`src/rtl/trig_pkg.sv`:
```
// Shared trigger-path definitions: pad count, pad ID type and the default
// retrigger lockout derived from the system clock period.
package trig_pkg;

   localparam int unsigned NUM_PADS      = 8;
   localparam int unsigned CLK_PERIOD_NS = 20;
   localparam int unsigned LOCKOUT_MS    = 2;

   // Same ms-to-cycles conversion the debouncer uses.
   localparam int unsigned LOCKOUT_CYCLES_DFLT = LOCKOUT_MS * 1_000_000 / CLK_PERIOD_NS;

   typedef logic [$clog2(NUM_PADS)-1:0] pad_id_t;

endpackage

```
`src/rtl/trig_lockout.sv`:
```
// Per-channel retrigger lockout: down-counter plus the accept/drop decision
// for one trigger input.
module trig_lockout
   import trig_pkg::*;
#(
   parameter int unsigned LOCKOUT_CYCLES = LOCKOUT_CYCLES_DFLT
) (
   input  logic clk,
   input  logic rst,
   input  logic trig,
   input  logic pending,
   output logic accept,
   output logic drop
);

   // 0 and 1 both mean no lockout; the counter then never leaves zero.
   localparam int unsigned LOAD  = (LOCKOUT_CYCLES > 1) ? LOCKOUT_CYCLES - 1 : 0;
   localparam int unsigned CNT_W = (LOAD > 1) ? $clog2(LOAD + 1) : 1;

   logic [CNT_W-1:0] cnt_q, cnt_d;
   logic             idle;

   always_comb begin
      idle   = (cnt_q == '0);
      accept = trig & idle & ~pending;
      drop   = trig & ~accept;
      cnt_d  = cnt_q;
      if (accept) begin
         cnt_d = CNT_W'(LOAD);
      end else if (!idle) begin
         cnt_d = cnt_q - CNT_W'(1);
      end
   end

   always_ff @(posedge clk) begin
      if (rst) begin
         cnt_q <= '0;
      end else begin
         cnt_q <= cnt_d;
      end
   end

endmodule

```
`src/rtl/trig_arbiter.sv`:
```
// Trigger arbiter: lockout-filtered pending bits, round-robin serialised into
// a valid/ready stream of channel IDs, with a saturating drop counter.
module trig_arbiter
   import trig_pkg::*;
#(
   parameter int unsigned NUM_CH         = NUM_PADS,
   parameter int unsigned LOCKOUT_CYCLES = LOCKOUT_CYCLES_DFLT,
   parameter int unsigned DROP_CNT_W     = 8,
   localparam int unsigned CH_W          = $clog2(NUM_CH)
) (
   input  logic                  clk,
   input  logic                  rst,
   input  logic [NUM_CH-1:0]     trig_in,
   output logic                  out_valid,
   input  logic                  out_ready,
   output logic [CH_W-1:0]       out_ch,
   output logic [NUM_CH-1:0]     pending,
   output logic [DROP_CNT_W-1:0] drop_count
);

   localparam int unsigned POP_W = CH_W + 1;
   localparam int unsigned SUM_W = ((DROP_CNT_W > POP_W) ? DROP_CNT_W : POP_W) + 1;

   function automatic logic [CH_W-1:0] rr_pick(input logic [NUM_CH-1:0] req,
                                               input logic [CH_W-1:0]   last);
      logic [CH_W-1:0] sel;
      logic            found;
      int unsigned     idx;
      sel   = last;
      found = 1'b0;
      for (int unsigned k = 1; k <= NUM_CH; k++) begin
         idx = (32'(last) + k) % NUM_CH;
         if (!found && req[idx]) begin
            sel   = CH_W'(idx);
            found = 1'b1;
         end
      end
      return sel;
   endfunction

   function automatic logic [POP_W-1:0] popcount(input logic [NUM_CH-1:0] v);
      logic [POP_W-1:0] cnt;
      cnt = '0;
      for (int i = 0; i < NUM_CH; i++) begin
         cnt = cnt + POP_W'(v[i]);
      end
      return cnt;
   endfunction

   logic [NUM_CH-1:0]     pending_q, pending_d, accept, drop, grant_clr;
   logic                  out_valid_q, out_valid_d, load;
   logic [CH_W-1:0]       out_ch_q, out_ch_d, last_grant_q, last_grant_d, pick;
   logic [DROP_CNT_W-1:0] drop_count_q, drop_count_d;
   logic [SUM_W-1:0]      drop_sum;

   for (genvar i = 0; i < NUM_CH; i++) begin : g_lock
      trig_lockout #(
         .LOCKOUT_CYCLES(LOCKOUT_CYCLES)
      ) u_lock (
         .clk    (clk),
         .rst    (rst),
         .trig   (trig_in[i]),
         .pending(pending_q[i]),
         .accept (accept[i]),
         .drop   (drop[i])
      );
   end

   always_ff @(posedge clk) begin
      if (rst) begin
         pending_q    <= '0;
         out_valid_q  <= 1'b0;
         out_ch_q     <= '0;
         last_grant_q <= CH_W'(NUM_CH - 1);
         drop_count_q <= '0;
      end else begin
         pending_q    <= pending_d;
         out_valid_q  <= out_valid_d;
         out_ch_q     <= out_ch_d;
         last_grant_q <= last_grant_d;
         drop_count_q <= drop_count_d;
      end
   end

   always_comb begin
      load         = ~out_valid_q | out_ready;
      pick         = rr_pick(pending_q, last_grant_q);
      out_valid_d  = out_valid_q;
      out_ch_d     = out_ch_q;
      last_grant_d = last_grant_q;
      grant_clr    = '0;
      if (load) begin
         if (|pending_q) begin
            out_valid_d     = 1'b1;
            out_ch_d        = pick;
            last_grant_d    = pick;
            grant_clr[pick] = 1'b1;
         end else begin
            out_valid_d = 1'b0;
         end
      end
      // A fresh accept re-pends even the channel just granted.
      pending_d = (pending_q & ~grant_clr) | accept;

      drop_sum = SUM_W'(drop_count_q) + SUM_W'(popcount(drop));
      if (|drop_sum[SUM_W-1:DROP_CNT_W]) begin
         drop_count_d = '1;
      end else begin
         drop_count_d = drop_sum[DROP_CNT_W-1:0];
      end
   end

   assign out_valid  = out_valid_q;
   assign out_ch     = out_ch_q;
   assign pending    = pending_q;
   assign drop_count = drop_count_q;

endmodule

```
`config.mk`:
```
export PLATFORM = sky130hd
export DESIGN_NAME = trig_arbiter
export DESIGN_NICKNAME = d
export VERILOG_FILES = /design/src/rtl/trig_pkg.sv /design/src/rtl/trig_lockout.sv /design/src/rtl/trig_arbiter.sv
export SDC_FILE = /design/constraint.sdc
export NUM_CORES = 1
export LEC_CHECK = 0
export ABC_AREA = 1
export CAP_MARGIN = 40
export CORE_UTILIZATION = 60
export CTS_BUF_LIST = sky130_fd_sc_hd__clkbuf_2
export DETAILED_ROUTE_END_ITERATION = 12
export HOLD_SLACK_MARGIN = 0.12
export PLACE_DENSITY = 0.78
export SLEW_MARGIN = 0
export SYNTH_ARGS = -nofsm -noshare
export SYNTH_HDL_FRONTEND = slang
export SYNTH_SLANG_ARGS = --single-unit
export TNS_END_PERCENT = 20
```
`constraint.sdc`:
```
create_clock -name clk -period 12.5 [get_ports clk]
set_input_delay 3.75 -clock clk [delete_from_list [all_inputs] [get_ports clk]]
set_output_delay 3.75 -clock clk [all_outputs]
set_load 0.005 [all_outputs]
```
## After elaboration in Yosys (flattened, before gate mapping)

Index checks and enable logic that the tools add are counted.

- Flip-flop bits (word level): 159
- Output and inout bits: 20
- Word-level logic and storage cells: 194

- Add/subtract/negate cells: 24
- Magnitude comparators: 10
- Equality and inequality tests: 8
- Mux-type cells: 53
- Bitwise logic cells: 45
- Reduce and logical (&&, ||, !) cells: 33

Operators with widths:

| operator | number |
|---|---|
| 17-bit two-way mux | 16 |
| 17-bit zero test | 8 |
| 17-bit by 1-bit subtractor with 17-bit output, second input constant | 8 |
| 3-bit by 4-bit less-than comparator with 1-bit output, second input constant | 9 |
| 1-bit AND | 24 |
| 1-bit binary-select mux with 3-bit select | 8 |
| 3-bit two-way mux | 8 |
| 8-bit two-way mux | 3 |
| 1-bit two-way mux | 17 |
| 1-bit NOT | 17 |
| 4-bit by 1-bit adder with 4-bit output | 4 |
| 2-bit by 1-bit != test with 1-bit output, second input constant | 8 |
| 2-bit OR reduction | 8 |
| 3-bit adder, second input constant | 4 |
| 8-bit by 4-bit adder with 9-bit output | 1 |
| 8-bit AND | 1 |
| 1-bit logical AND | 8 |
| 8-bit NOT | 1 |
| 8-bit bitwise OR | 1 |
| 8-bit OR reduction | 1 |
| 1-bit zero test | 7 |
| 3-bit by 1-bit adder with 3-bit output, second input constant | 2 |
| 3-bit by 2-bit adder with 3-bit output, second input constant | 2 |
| 3-bit by 1-bit adder with 4-bit output | 1 |
| 6 further kinds | 6 |

## Depth between registers and ports, before layout

Gate-level depths: netlist (run 1).

- Depth in word-level cells: 34
- Mapped depth: 25
- Depth with buffers taken out: 25

## By module

A second synthesis (run 1) with hierarchy kept.

- Cells, all modules: 1465
- Area total of the unflattened synthesis: 9998.3 um^2

Modules (own cells, without submodules):

| module | times used | cells an instance | area an instance (um^2) | seq. area each (um^2) |
|---|---|---|---|---|
| trig_lockout (g_lock[0].u_lock ...) | 7 | 145 | 994.7 | 340.3 |
| trig_arbiter | 1 | 294 | 1941.9 | 460.4 |
| trig_lockout (g_lock[7].u_lock) | 1 | 156 | 1093.5 | 340.3 |

## Least setup slack after synthesis (run 1)

Ideal clock, no wire load.

- Path type: input-to-reg
- Start: input trig_in[0]
- End: register drop_count_q[5] (netlist: drop_count[5])
- Arrival time: 7.182 ns
- Required time: 12.390 ns
- Path slack: 5.208 ns
- Stages on the path: 18
- Path through: nand3_1 -> nand2_1 -> inv_1 -> fa_1 -> inv_1 -> fa_1 -> inv_1 -> fa_1 -> fa_1 -> fa_1 -> a21oi_1 -> nor2_1 -> nor2_1 -> nor2_1 -> nand2_1 -> nand3_1 -> nand2_1 -> inv_1

- Cells in the longest elaborated chain, start to end: 13

Ends and longest elaborated chain:

| element | line | source |
|---|---|---|
| from (decl) | trig_arbiter.sv:13 | `input logic [NUM_CH-1:0] trig_in,` |
| 1-bit AND (2 in series) | trig_lockout.sv:25 | `accept = trig & idle & ~pending;` |
| 1-bit NOT | trig_lockout.sv:26 | `drop = trig & ~accept;` |
| 1-bit AND (*) | trig_lockout.sv:26 |  |
| 1-bit by 1-bit adder with 2-bit output (*) | trig_arbiter.sv:45 | `cnt = cnt + POP_W'(v[i]);` |
| 2-bit by 1-bit adder with 3-bit output (*) | trig_arbiter.sv:45 |  |
| 3-bit by 1-bit adder with 4-bit output (*) | trig_arbiter.sv:45 |  |
| 4-bit by 1-bit adder with 4-bit output (*) (4 in series) | trig_arbiter.sv:45 |  |
| 8-bit by 4-bit adder with 9-bit output (*) | trig_arbiter.sv:105 | `drop_sum = SUM_W'(drop_count_q) + SUM_W'(popcount(drop));` |
| 8-bit two-way mux (*) | trig_arbiter.sv:106 | `if (\|drop_sum[SUM_W-1:DROP_CNT_W]) begin` |
| to (signal assigned) | trig_arbiter.sv:81 | `drop_count_q <= drop_count_d;` |
| to (decl) | trig_arbiter.sv:53 | `logic [DROP_CNT_W-1:0] drop_count_q, drop_count_d;` |

Every way passes the cells marked *; elsewhere a longest branch is shown, timed or not.
A chain may end at the register's enable or synchronous reset.

## Worst setup path in the final report (run 1)

Same ends and word-level chain as after synthesis.

==> results of run 1 <==
[area by class of cell]
| class | count | area [µm²] |
|---|---|---|
| clock inverters | 9 | 98.8 |
| well taps | 184 | 230 |
| inverters | 197 | 742 |
| clock buffers | 18 | 90.1 |
| multi-input cells | 905 | 4830 |
| repair buffers | 32 | 333 |
| fillers | 1348 | 4970 |
| flip-flops and latches | 159 | 3180 |
[power groups by stage]
stage / Clock, mW / Sequential [mW] / Combinational [mW]
global placement: 0 / 0.870 / 1.64
detailed placement: 0 / 0.871 / 1.68
finish: 0.253 / 0.863 / 1.69
CTS: 0.261 / 0.860 / 1.69
global route: 0.282 / 0.890 / 1.95
floorplan: 0 / 0.824 / 1.40
[flip-flops by register name, indices dropped and copies added (netlist names)]
| signal | flops |
|---|---|
| drop_count | 8 |
| g_lock.u_lock.cnt_q | 136 |
| last_grant_q | 3 |
| out_ch | 3 |
| out_valid | 1 |
| pending | 8 |
[worst max path at each step]
stage / depth (start not counted) / to
2_1_floorplan: 18 / drop_count[5]
3_3_place_gp: 19 / drop_count[5]
3_5_place_dp: 19 / drop_count[5]
4_1_cts: 19 / drop_count[5]
5_1_grt: 19 / drop_count[5]
6_report: 19 / drop_count[5]
[logic make-up after synthesis]
logic type	synth area share [%]
compound gates	12.5
simple gates	34.5
buf+inv	9.98
flops	35.8
fa+ha+maj	4.08
xor+xnor	3.22
[metal layers]
| metal | wire (µm) | global-route usage, % |
|---|---|---|
| met2 | 8560 | 42.6 |
| met1 | 9210 | 34.1 |
| met4 | 213 | 6.85 |
| met3 | 789 | 5.54 |
| met5 | 0 | 0 |
[metrics by stage]
stage               power [mW]  instances  area (µm²)
finish                    2.81       1504        9510
global route              3.12       1504        9510
CTS                       2.81       1504        9510
detailed placement        2.55       1477        9320
global placement          2.51       1476        9290
floorplan                 2.22       1285        8900
[synth_stat cells, drive strengths merged]
cell type / instances / share of area (%)
o21ai: 50 / 2.8
nand2: 245 / 11
o21bai: 2 / 0.17
ha: 21 / 3.0
xnor2: 9 / 0.97
nor2: 189 / 8.5
buf: 13 / 1.2
or2: 18 / 1.3
a21oi: 90 / 5.4
nor4: 9 / 0.80
a21o: 1 / 0.084
nor3b: 4 / 0.39
a22oi: 1 / 0.084
nand3b: 16 / 1.3
or4: 1 / 0.084
and3: 6 / 0.42
a211oi: 4 / 0.34
xor2: 22 / 2.2
or3: 2 / 0.14
clkinv: 1 / 0.042
o211ai: 3 / 0.25
fa: 5 / 1.1
nand3: 92 / 6.0
nor3: 38 / 2.2
inv: 196 / 8.3
o21a: 2 / 0.17
nand4: 29 / 2.3
clkbuf: 11 / 0.46
or3b: 1 / 0.098
a31oi: 45 / 3.2
dfxtp: 159 / 36
[cells in the final DEF (no fill, tap or decap), types with 7 or more instances in the layout]
cell	count
nand3_2	9
nand2_2	8
xor2_1	21
nor2_1	179
nand3_1	81
nor2_2	8
clkbuf_2	18
o21ai_0	48
nor4_1	8
dfxtp_1	159
inv_2	12
a21oi_2	7
nand4_1	26
nand3b_1	16
clkdlybuf4s50_1	29
nand2_1	232
inv_1	183
ha_1	21
a21oi_1	83
xnor2_1	8
a31oi_1	44
nor3_1	37
or2_2	17
[worst max-delay path, stage by stage]
cell	delay, ns
clkdlybuf4s50_1	0.55
nand3_1	0.23
nand2_1	0.11
inv_1	0.07
fa_1	0.50
inv_1	0.06
fa_1	0.53
inv_1	0.06
fa_1	0.52
fa_1	0.48
fa_1	0.42
a21oi_1	0.16
nor2_1	0.05
nor2_1	0.11
nor2_1	0.08
nand2_1	0.19
nand3_1	0.10
nand2_1	0.07
inv_1	0.05
==> key figures, run 1 <==
Status
  – Status: complete, no violations

Clock tree
  – CTS root buf: clkbuf_2
  – Post-CTS resize count: 0
  – CTS tree: done
  – Clock tree sinks: 159
  – Hold_buf cts: 0
  – Post-CTS setup buffer count: 0
  – Inserted Clock Buffers: 17
  – Reg clk slew, reported paths: around 0.20 ns
  – Clock Latency Late Sink: 0.70 ns
  – CTS max path bufs: 2
  – Clock H-tree levels: 4

Layout
  – Final core occ: 65.7%
  – Area grow syn2layout: 6.80%
  – Layout cells sized above 1: 8.18%
  – # diodes: 0
  – Nets: approximately 1,300

GRT
  – Total track usage: approximately a quarter
  – Initial antenna violation count: 0
  – Total gr overflow: 0
  – First-pass GRT wire length: between 30 and 40 mm
  – Number of global-route vias before repair: ~7,200
  – Pin count of the biggest net entering global routing: 58

Critical path
  – Worst EP arrival: approximately 8.1 ns
  – CP Launch Point: trig_in[0]
  – CP Launch Type: primary input
  – Setup CP Type: in -> reg
  – RR Startpoint: g_lock[0].u_lock.cnt_q[10]
  – Cells on worst reg2reg path: 23
  – Crit end category: flop
  – Worst Path Max Fanout: 7
  – R2R setup slack: roughly 7.3 ns
  – Worst r2r dst: drop_count[5]
  – Critical Path RT: around 13 ns

Place
  – RePlAce Congestion: slightly above 0.9
  – Place WS: between 4 and 5 ns
  – Detailed placement HPWL: between 10 and 15 mm
  – IO buf count: 30

Routing
  – Drt first pass iters: 5
  – DR DRC count: 0
  – Routed Antenna Nets: 0
  – Vias: around 8,000
  – Drt wl/cell: around 12 µm
  – Drt total wl: ~19 mm
  – DR vias/cell: around 5.3
  – Initial DRC Count: between 500 and 600

Synth
  – Cells after Synth: 1,285
  – Share of the yosys chip area belonging to registers: a little over a third
  – Synth Warn #: 0
  – Synth cell types: 53
  – Mapped cell area: 0.00890 mm²
  – Avg Cell Area, Syn: 6.93 µm²
  – Seq cells post-synth: ~160
  – Net Count, Synth: between 1,000 and 1,500

STA
  – Post-layout min period: roughly 7.5 ns
  – Setup TNS: 0 ns
  – Max frequency: between 100 and 150 MHz
  – Final setup viols: 0
  – Final Skew: roughly 0.030 ns
  – Slew @ Worst Pin: 0.680 ns
  – Final hold violation count: 0
  – RSZ-0062 raised after global routing: false
  – Rel. slew slack: around 54%
  – Fin Hold WS: ~0.48 ns
  – Slew Viols, Final: 0
  – Fin worst setup slack: ~5 ns
  – Fin crit share: 59.8%

Floorplanning
  – Die area: between 0.015 and 0.02 mm²
  – IO Count: 31
  – CORE AREA: 0.0145 mm²
  – Die W: roughly 120 µm
  – Row count: 44
  – Initial Util: 61.5%
  – Die H: 124 µm

Min path
  – Hold Crit Depth: 2
  – Worst Hold Class: reg -> reg
  – WHS Endpoint: out_ch[2]
  – HP Start: out_ch[2]

Power and ir drop
  – Worst vdd ir: approximately 0.17 mV
  – Switch share: between 40% and 50%
  – PwrDens: 296 mW/mm²
  – Power share of the combinational group: roughly three fifths
  – Clock network power share: ~9.0%
  – Int Power: between 1 and 1.5 mW
  – Sequential fraction of design power: 30.7%
  – Leakage power: between 4 and 5 nW
  – Sw Pwr: 1.39 mW

Job
  – Max Cap Viol: 0
Note: power is estimated with default switching activity, not from simulation.
==> run 2, diff against run 1 <==
--- a/config.mk
+++ b/config.mk
@@ -7,11 +7,11 @@
 export LEC_CHECK = 0
 export ABC_AREA = 1
 export CAP_MARGIN = 40
-export CORE_UTILIZATION = 60
+export CORE_UTILIZATION = 58
 export CTS_BUF_LIST = sky130_fd_sc_hd__clkbuf_2
 export DETAILED_ROUTE_END_ITERATION = 12
 export HOLD_SLACK_MARGIN = 0.12
-export PLACE_DENSITY = 0.78
+export PLACE_DENSITY = 0.79
 export SLEW_MARGIN = 0
 export SYNTH_ARGS = -nofsm -noshare
 export SYNTH_HDL_FRONTEND = slang
==> constraint.sdc (replaced) <==
create_clock -name clk -period 6.3 [get_ports clk]
set_input_delay 1.89 -clock clk [delete_from_list [all_inputs] [get_ports clk]]
set_output_delay 1.89 -clock clk [all_outputs]
set_load 0.005 [all_outputs]
==> run 2 against run 1 <==
First-iteration DRC count fell by 3.3%. Final cell count rose by 0.60%. Non-clock buffer count rose by 3. Combinational power rose by 100%. Largest power group unchanged. Sequential cell count did not move. Hold slack barely moved. Global-route usage fell by 1.0 points. Core utilization fell by 0.67 points. Total power rose by 100%. Register-to-register slack got worse by 6.0 ns.
==> key figures, run 2 (synthesis gave the netlist of run 1 again) <==
Routing
  – Initial DRC Count: 530 (was 548)
  – DR DRC count: 0 (unchanged)
  – Drt wl/cell: 12.5 µm (about the same)
  – Drt first pass iters: 7 (was 5)
  – Routed Antenna Nets: 0 (unchanged)
  – Vias: 8,136 (was 8,039)
  – Drt total wl: 19.0 mm (was 18.8 mm)
  – DR vias/cell: 5.38 (was 5.35)

GRT
  – Initial antenna violation count: 1 (was 0)
  – Number of global-route vias before repair: 7,343 (was 7,179)
  – Total gr overflow: 0 (unchanged)
  – Total track usage: 24.8% (was 25.8%)
  – First-pass GRT wire length: 32.5 mm (was 31.4 mm)
  – Pin count of the biggest net entering global routing: 70 (was 58)

Clock tree
  – Hold_buf cts: 0 (unchanged)
  – Clock Latency Late Sink: 0.71 ns (was 0.70 ns)
  – Clock H-tree levels: 4 (unchanged)
  – Post-CTS setup buffer count: 0 (unchanged)
  – Reg clk slew, reported paths: 0.22 ns (was 0.20 ns)
  – CTS max path bufs: 2 (unchanged)
  – Clock tree sinks: 159 (unchanged)
  – CTS tree: done (unchanged)
  – CTS root buf: clkbuf_2 (unchanged)
  – Post-CTS resize count: 0 (unchanged)
  – Inserted Clock Buffers: 17 (unchanged)

STA
  – Final Skew: 0.0403 ns (was 0.0301 ns)
  – Fin crit share: roughly 87%
  – Rel. slew slack: 52.2% (was 54.4%)
  – RSZ-0062 raised after global routing: false (unchanged)
  – Post-layout min period: around 5.5 ns
  – Setup TNS: 0 ns (unchanged)
  – Slew @ Worst Pin: 0.713 ns (was 0.680 ns)
  – Max frequency: about 180 MHz
  – Fin Hold WS: 0.481 ns (was 0.480 ns)
  – Final hold violation count: 0 (unchanged)
  – Final setup viols: 0 (unchanged)
  – Fin worst setup slack: 0.809 ns (was 5.02 ns)
  – Slew Viols, Final: 0 (unchanged)

Layout
  – Layout cells sized above 1: 8.96% (was 8.18%)
  – Largest register FFs: 136 (unchanged)
  – Nets: 1,352 (was 1,349)
  – Area grow syn2layout: 7.72% (was 6.80%)
  – Leading cell types in the layout, fill and taps excluded: nand2_1 (232), inv_1 (183), nor2_1 (179) (unchanged)
  – Commonest non-fill, non-tap cell in the layout: nand2_1 (unchanged)
  – Top reg by flops: g_lock.u_lock.cnt_q (unchanged)

Floorplanning
  – Row count: 44 (unchanged)
  – CORE AREA: 0.0148 mm² (was 0.0145 mm²)
  – Die W: 126 µm (was 124 µm)
  – Die H: 126 µm (was 124 µm)
  – Die area: 0.0159 mm² (was 0.0153 mm²)
  – IO Count: 31 (unchanged)
  – Initial Util: 60.3% (was 61.5%)

Critical path
  – Critical Path RT: 6.94 ns (was 13.11 ns)
  – Slowest stage delay, CP: 0.55 ns (about the same)
  – Most used cell, CP: fa_1 (unchanged)
  – Setup CP Type: in -> reg (unchanged)
  – Crit end category: flop (unchanged)
  – Crit path cell chain: clkdlybuf4s50_1 > nand3_1 > nand2_1 > inv_1 > fa_1 > inv_1 > fa_1 > inv_1 > fa_1 > fa_1 > fa_1 > a21oi_1 > nor2_1 > nor2_1 > nor2_1 > nand2_1 > nand3_1 > nand2_1 > inv_1 (unchanged)
  – Slowest cell on crit path: clkdlybuf4s50_1 (unchanged)
  – Worst EP arrival: 6.13 ns (was 8.09 ns)
  – CP Launch Type: primary input (unchanged)
  – Worst Path Max Fanout: 6 (was 7)

Power and ir drop
  – Int Power: 2.88 mW (was 1.42 mW)
  – Leakage power: 4.29 nW (was 4.24 nW)
  – Sw Pwr: 2.79 mW (was 1.39 mW)
  – PwrDens: 591 mW/mm² (was 296 mW/mm²)
  – Switch share: 49.2% (was 49.6%)
  – Clock network power share: 10.3% (was 9.0%)
  – Sequential fraction of design power: 30.1% (was 30.7%)
  – Worst vdd ir: 0.306 mV (was 0.173 mV)
  – Power share of the combinational group: 59.6% (was 60.3%)

Place
  – RePlAce Congestion: 0.922 (was 0.920)
  – Place WS: 0.0796 ns (was 4.27 ns)
  – Detailed placement HPWL: 14.1 mm (about the same)
  – IO buf count: 30 (unchanged)

Status
  – Status: complete, no violations (unchanged)

Min path
  – Worst Hold Class: reg -> reg (unchanged)

Job
  – Max Cap Viol: 0 (unchanged)
==> run 2: changes by cell type in the layout (fill, tap and decap cells not counted), sizes merged <==
cell      before  now
buf            3    6
clkbuf        18   21
bufinv         2    3
clkinv         8    7
clkinvlp       0    1
diode          0    1
inv          196  197
==> run 2: routing by layer <==
| metal | GRT usage, % | wire length [µm] | vias up |
|---|---|---|---|
| met5 | 0 | 0 | - |
| li1 | - | - | 4255 |
| met3 | 5.14 | 885 | 17 |
| met2 | 41.2 | 8780 | 185 |
| met1 | 32.7 | 9060 | 3679 |
| met4 | 7.02 | 239 | 0 |
==> run 2: worst paths after layout <==
path	start	to	slack [ns]	depth (start not counted)
setup / recovery	trig_in[0]	drop_count[5]	0.81	19
hold reg to reg	out_ch[2]	out_ch[2]	0.48	2
setup reg to reg	g_lock[0].u_lock.cnt_q[10]	drop_count[5]	1.30	23
hold / removal	out_ch[2]	out_ch[2]	0.48	2
==> run 2: per-stage QoR <==
step	util (%)	cell area (µm²)	total power [mW]	cells
after CTS	65.0	9590	5.68	1512
after global placement	63.1	9320	4.98	1479
after floorplan	-	8900	4.41	1285
final	65.0	9590	5.67	1513
after global routing	65.0	9590	6.29	1513
after detailed placement	63.3	9340	5.08	1480
==> run 2: critical path, delay by kind of cell <==
family	cells	cell delay, ns
AO/OA/AOI/OAI	1	0.17
adder cells (fa/ha/maj)	5	2.47
buffers and inverters	5	0.80
AND/OR/NAND/NOR	8	0.80
==> run 2: power by group through the flow <==
| stage | combinational, mW | sequential (mW) | clock [mW] |
|---|---|---|---|
| floorplan | 2.77 | 1.63 | 0 |
| global placement | 3.26 | 1.71 | 0 |
| detailed placement | 3.36 | 1.72 | 0 |
| CTS | 3.38 | 1.70 | 0.600 |
| global route | 3.88 | 1.76 | 0.645 |
| finish | 3.38 | 1.71 | 0.583 |
==> run 2: area by class of cell <==
class / instances / area [µm²]
Fill cell: 1343 / 5160
Multi-Input combinational cell: 905 / 4830
Sequential cell: 159 / 3180
Inverter: 197 / 742
Timing Repair Buffer: 35 / 355
Tap cell: 184 / 230
Clock inverter: 11 / 140
Clock buffer: 21 / 105
Antenna cell: 1 / 2.50
==> run 3, diff against run 2 <==
==> constraint.sdc (replaced) <==
create_clock -name clk -period 4.6 [get_ports clk]
set_input_delay 1.38 -clock clk [delete_from_list [all_inputs] [get_ports clk]]
set_output_delay 1.38 -clock clk [all_outputs]
set_load 0.005 [all_outputs]
==> run 3 against run 2 <==
Routed wire length increased by 1.2%. Sequential share of layout area fell by 0.84 points. Via count is 1.6% higher. Clock-buffer cell count is 3 lower. Critical path depth up 3. Die area did not move. Critical path type is now reg -> reg. Clock skew grew 0.0022 ns. First-iteration DRC count rose by 15%. Non-clock buffer count is 20 higher. Worst setup slack got worse by 0.66 ns. Register-to-register slack got worse by 1.2 ns. Hold slack hardly changed. Critical endpoint is now drop_count[6].
==> key figures, run 3 (synthesis gave the netlist of run 1 again) <==
Status
  – Status: complete, no violations (unchanged)

Routing
  – Drt total wl: 19.2 mm (was 19.0 mm)
  – Drt wl/cell: 12.5 µm (about the same)
  – DR vias/cell: 5.39 (was 5.38)
  – Vias: 8,269 (was 8,136)
  – DR DRC count: 0 (unchanged)
  – Routed Antenna Nets: 0 (unchanged)
  – Initial DRC Count: 611 (was 530)
  – Drt first pass iters: 5 (was 7)

Min path
  – Worst Hold Class: reg -> reg (unchanged)
  – HP Start: out_ch[1] (was out_ch[2])
  – Hold Crit Depth: 2 (unchanged)
  – WHS Endpoint: out_ch[1] (was out_ch[2])

Layout
  – Commonest non-fill, non-tap cell in the layout: nand2_1 (unchanged)
  – Final-layout fill cell count: 1,277 (was 1,343)
  – Largest register FFs: 136 (unchanged)
  – Area grow syn2layout: 10.8% (was 7.72%)
  – Fin cells: 1,533 (was 1,513)
  – Final core occ: 66.9% (was 65.0%)
  – Top reg by flops: g_lock.u_lock.cnt_q (unchanged)
  – Layout cells sized above 1: 12.3% (was 8.96%)
  – Nets: 1,372 (was 1,352)
  – Leading cell types in the layout, fill and taps excluded: nand2_1 (230), inv_1 (179), nor2_1 (170) (was nand2_1 (232), inv_1 (183), nor2_1 (179))

STA
  – Slew Viols, Final: 0 (unchanged)
  – Post-layout min period: roughly 4.5 ns
  – Setup TNS: 0 ns (unchanged)
  – Fin crit share: between 90% and 100%
  – Final hold violation count: 0 (unchanged)
  – Slew @ Worst Pin: 0.735 ns (was 0.713 ns)
  – Final Skew: 0.0424 ns (was 0.0403 ns)
  – Rel. slew slack: 50.7% (was 52.2%)
  – RSZ-0062 raised after global routing: true (was false)
  – Final setup viols: 0 (unchanged)
  – Max frequency: 225 MHz

Critical path
  – Worst r2r dst: drop_count[6] (was drop_count[5])
  – Worst EP arrival: 5.09 ns (was 6.13 ns)
  – Critical Path RT: 5.24 ns (was 6.94 ns)
  – CP Launch Type: flop (was primary input)
  – Setup CP Type: reg -> reg (was in -> reg)
  – Worst Path Max Fanout: 3 (was 6)
  – R2R setup slack: 0.15 ns (was 1.30 ns)
  – Cells on worst reg2reg path: 22 (was 23)
  – Crit end category: flop (unchanged)
  – RR Startpoint: g_lock[0].u_lock.cnt_q[13] (was g_lock[0].u_lock.cnt_q[10])

Power and ir drop
  – Leakage power: 4.42 nW (was 4.29 nW)
  – PwrDens: 817 mW/mm² (was 591 mW/mm²)
  – Worst vdd ir: 0.425 mV (was 0.306 mV)
  – Tot Pwr: 8.06 mW (was 5.67 mW)

Clock tree
  – Hold_buf cts: 0 (unchanged)
  – Clock Latency Late Sink: 0.76 ns (was 0.71 ns)
  – Inserted Clock Buffers: 17 (unchanged)
  – CTS root buf: clkbuf_2 (unchanged)
  – Clock tree sinks: 159 (unchanged)
  – Reg clk slew, reported paths: 0.23 ns (was 0.22 ns)
  – Clock H-tree levels: 4 (unchanged)
  – CTS tree: done (unchanged)
  – CTS max path bufs: 2 (unchanged)

Floorplanning
  – Die H: 126 µm (unchanged)
  – Row count: 44 (unchanged)
  – Die area: 0.0159 mm² (unchanged)
  – CORE AREA: 0.0148 mm² (unchanged)
  – Initial Util: 60.3% (unchanged)
  – Die W: 126 µm (unchanged)
  – IO Count: 31 (unchanged)

GRT
  – First-pass GRT wire length: 33.0 mm (was 32.5 mm)
  – Number of global-route vias before repair: 7,571 (was 7,343)
  – Initial antenna violation count: 1 (unchanged)
  – Total track usage: 25.1% (was 24.8%)
  – Pin count of the biggest net entering global routing: 60 (was 70)
  – Total gr overflow: 0 (unchanged)

Place
  – IO buf count: 30 (unchanged)
  – RePlAce Congestion: 0.884 (was 0.922)
  – DP Cell Count: 1,495 (was 1,480)
  – Detailed placement HPWL: 14.0 mm (was 14.1 mm)

Job
  – Max Cap Viol: 0 (unchanged)
## run 3: layout make-up
class	instances	area [µm²]	area share, %
Tap cell	184	230	2.33
Sequential cell	159	3190	32.4
Inverter	197	742	7.52
Clock inverter	14	190	1.93
Multi-Input combinational cell	905	4910	49.8
Clock buffer	18	90.1	0.913
Timing Repair Buffer	55	510	5.17
Antenna cell	1	2.50	0.0254
## run 3: what timing repair did
item | in CTS | in global routing
setup endpoints to repair | 2 | 8
gates resized for setup | 1 | 31
setup buffers | 0 | 5
pin swaps | 0 | 14
cloned | 0 | 0
## run 3: per-layer routing
metal / vias up / track usage, % / share of wire (%)
met5: - / 0 / 0
met4: 0 / 8.01 / 1.3
met3: 25 / 4.21 / 3.7
met2: 150 / 42.3 / 47
met1: 3785 / 32.8 / 48
li1: 4309 / - / -
## run 3: worst max-delay path, cell delays in order, from the launching register on
cell	delay, ns
dfxtp_2	0.39
nor2_2	0.11
nand2_1	0.07
nor2_2	0.15
nand4_1	0.19
nor2_4	0.19
nand3_4	0.08
nand2_2	0.06
inv_2	0.04
fa_1	0.49
inv_2	0.05
fa_1	0.49
inv_2	0.04
fa_1	0.48
fa_2	0.42
fa_2	0.36
a21oi_2	0.14
nor2_1	0.04
nor2_1	0.16
nor2_2	0.07
buf_4	0.14
a21oi_1	0.12
nor3_1	0.06
## run 3: stage by stage
stage	area (µm²)	hold WS, ns	setup WS (ns)
final	9870	0.480	0.147
after global routing	9870	0.518	-0.0973
after CTS	9760	0.483	0.0363
after detailed placement	9480	0.457	-0.797
after global placement	9450	0.456	-0.738
after floorplan	8920	0.444	-0.0154
## run 3: power breakdown
part | leakage, nW | internal (mW) | total [mW] | switching, mW
sequential | 1.31 | 1.90 | 2.34 | 0.445
clock | 0.160 | 0.360 | 0.867 | 0.507
combinational | 2.95 | 1.89 | 4.85 | 2.96
## run 3: worst max-delay path by stage
| stage | startpoint | to | slack [ns] | cells after the start |
|---|---|---|---|---|
| 2_1_floorplan | trig_in[2] | drop_count[5] | -0.02 | 18 |
| 3_3_place_gp | trig_in[0] | drop_count[5] | -0.74 | 19 |
| 3_5_place_dp | trig_in[0] | drop_count[5] | -0.80 | 19 |
| 4_1_cts | g_lock[0].u_lock.cnt_q[4] | drop_count[5] | 0.04 | 22 |
| 5_1_grt | g_lock[0].u_lock.cnt_q[10] | drop_count[6] | -0.1 | 23 |
| 6_report | g_lock[0].u_lock.cnt_q[13] | drop_count[6] | 0.15 | 22 |
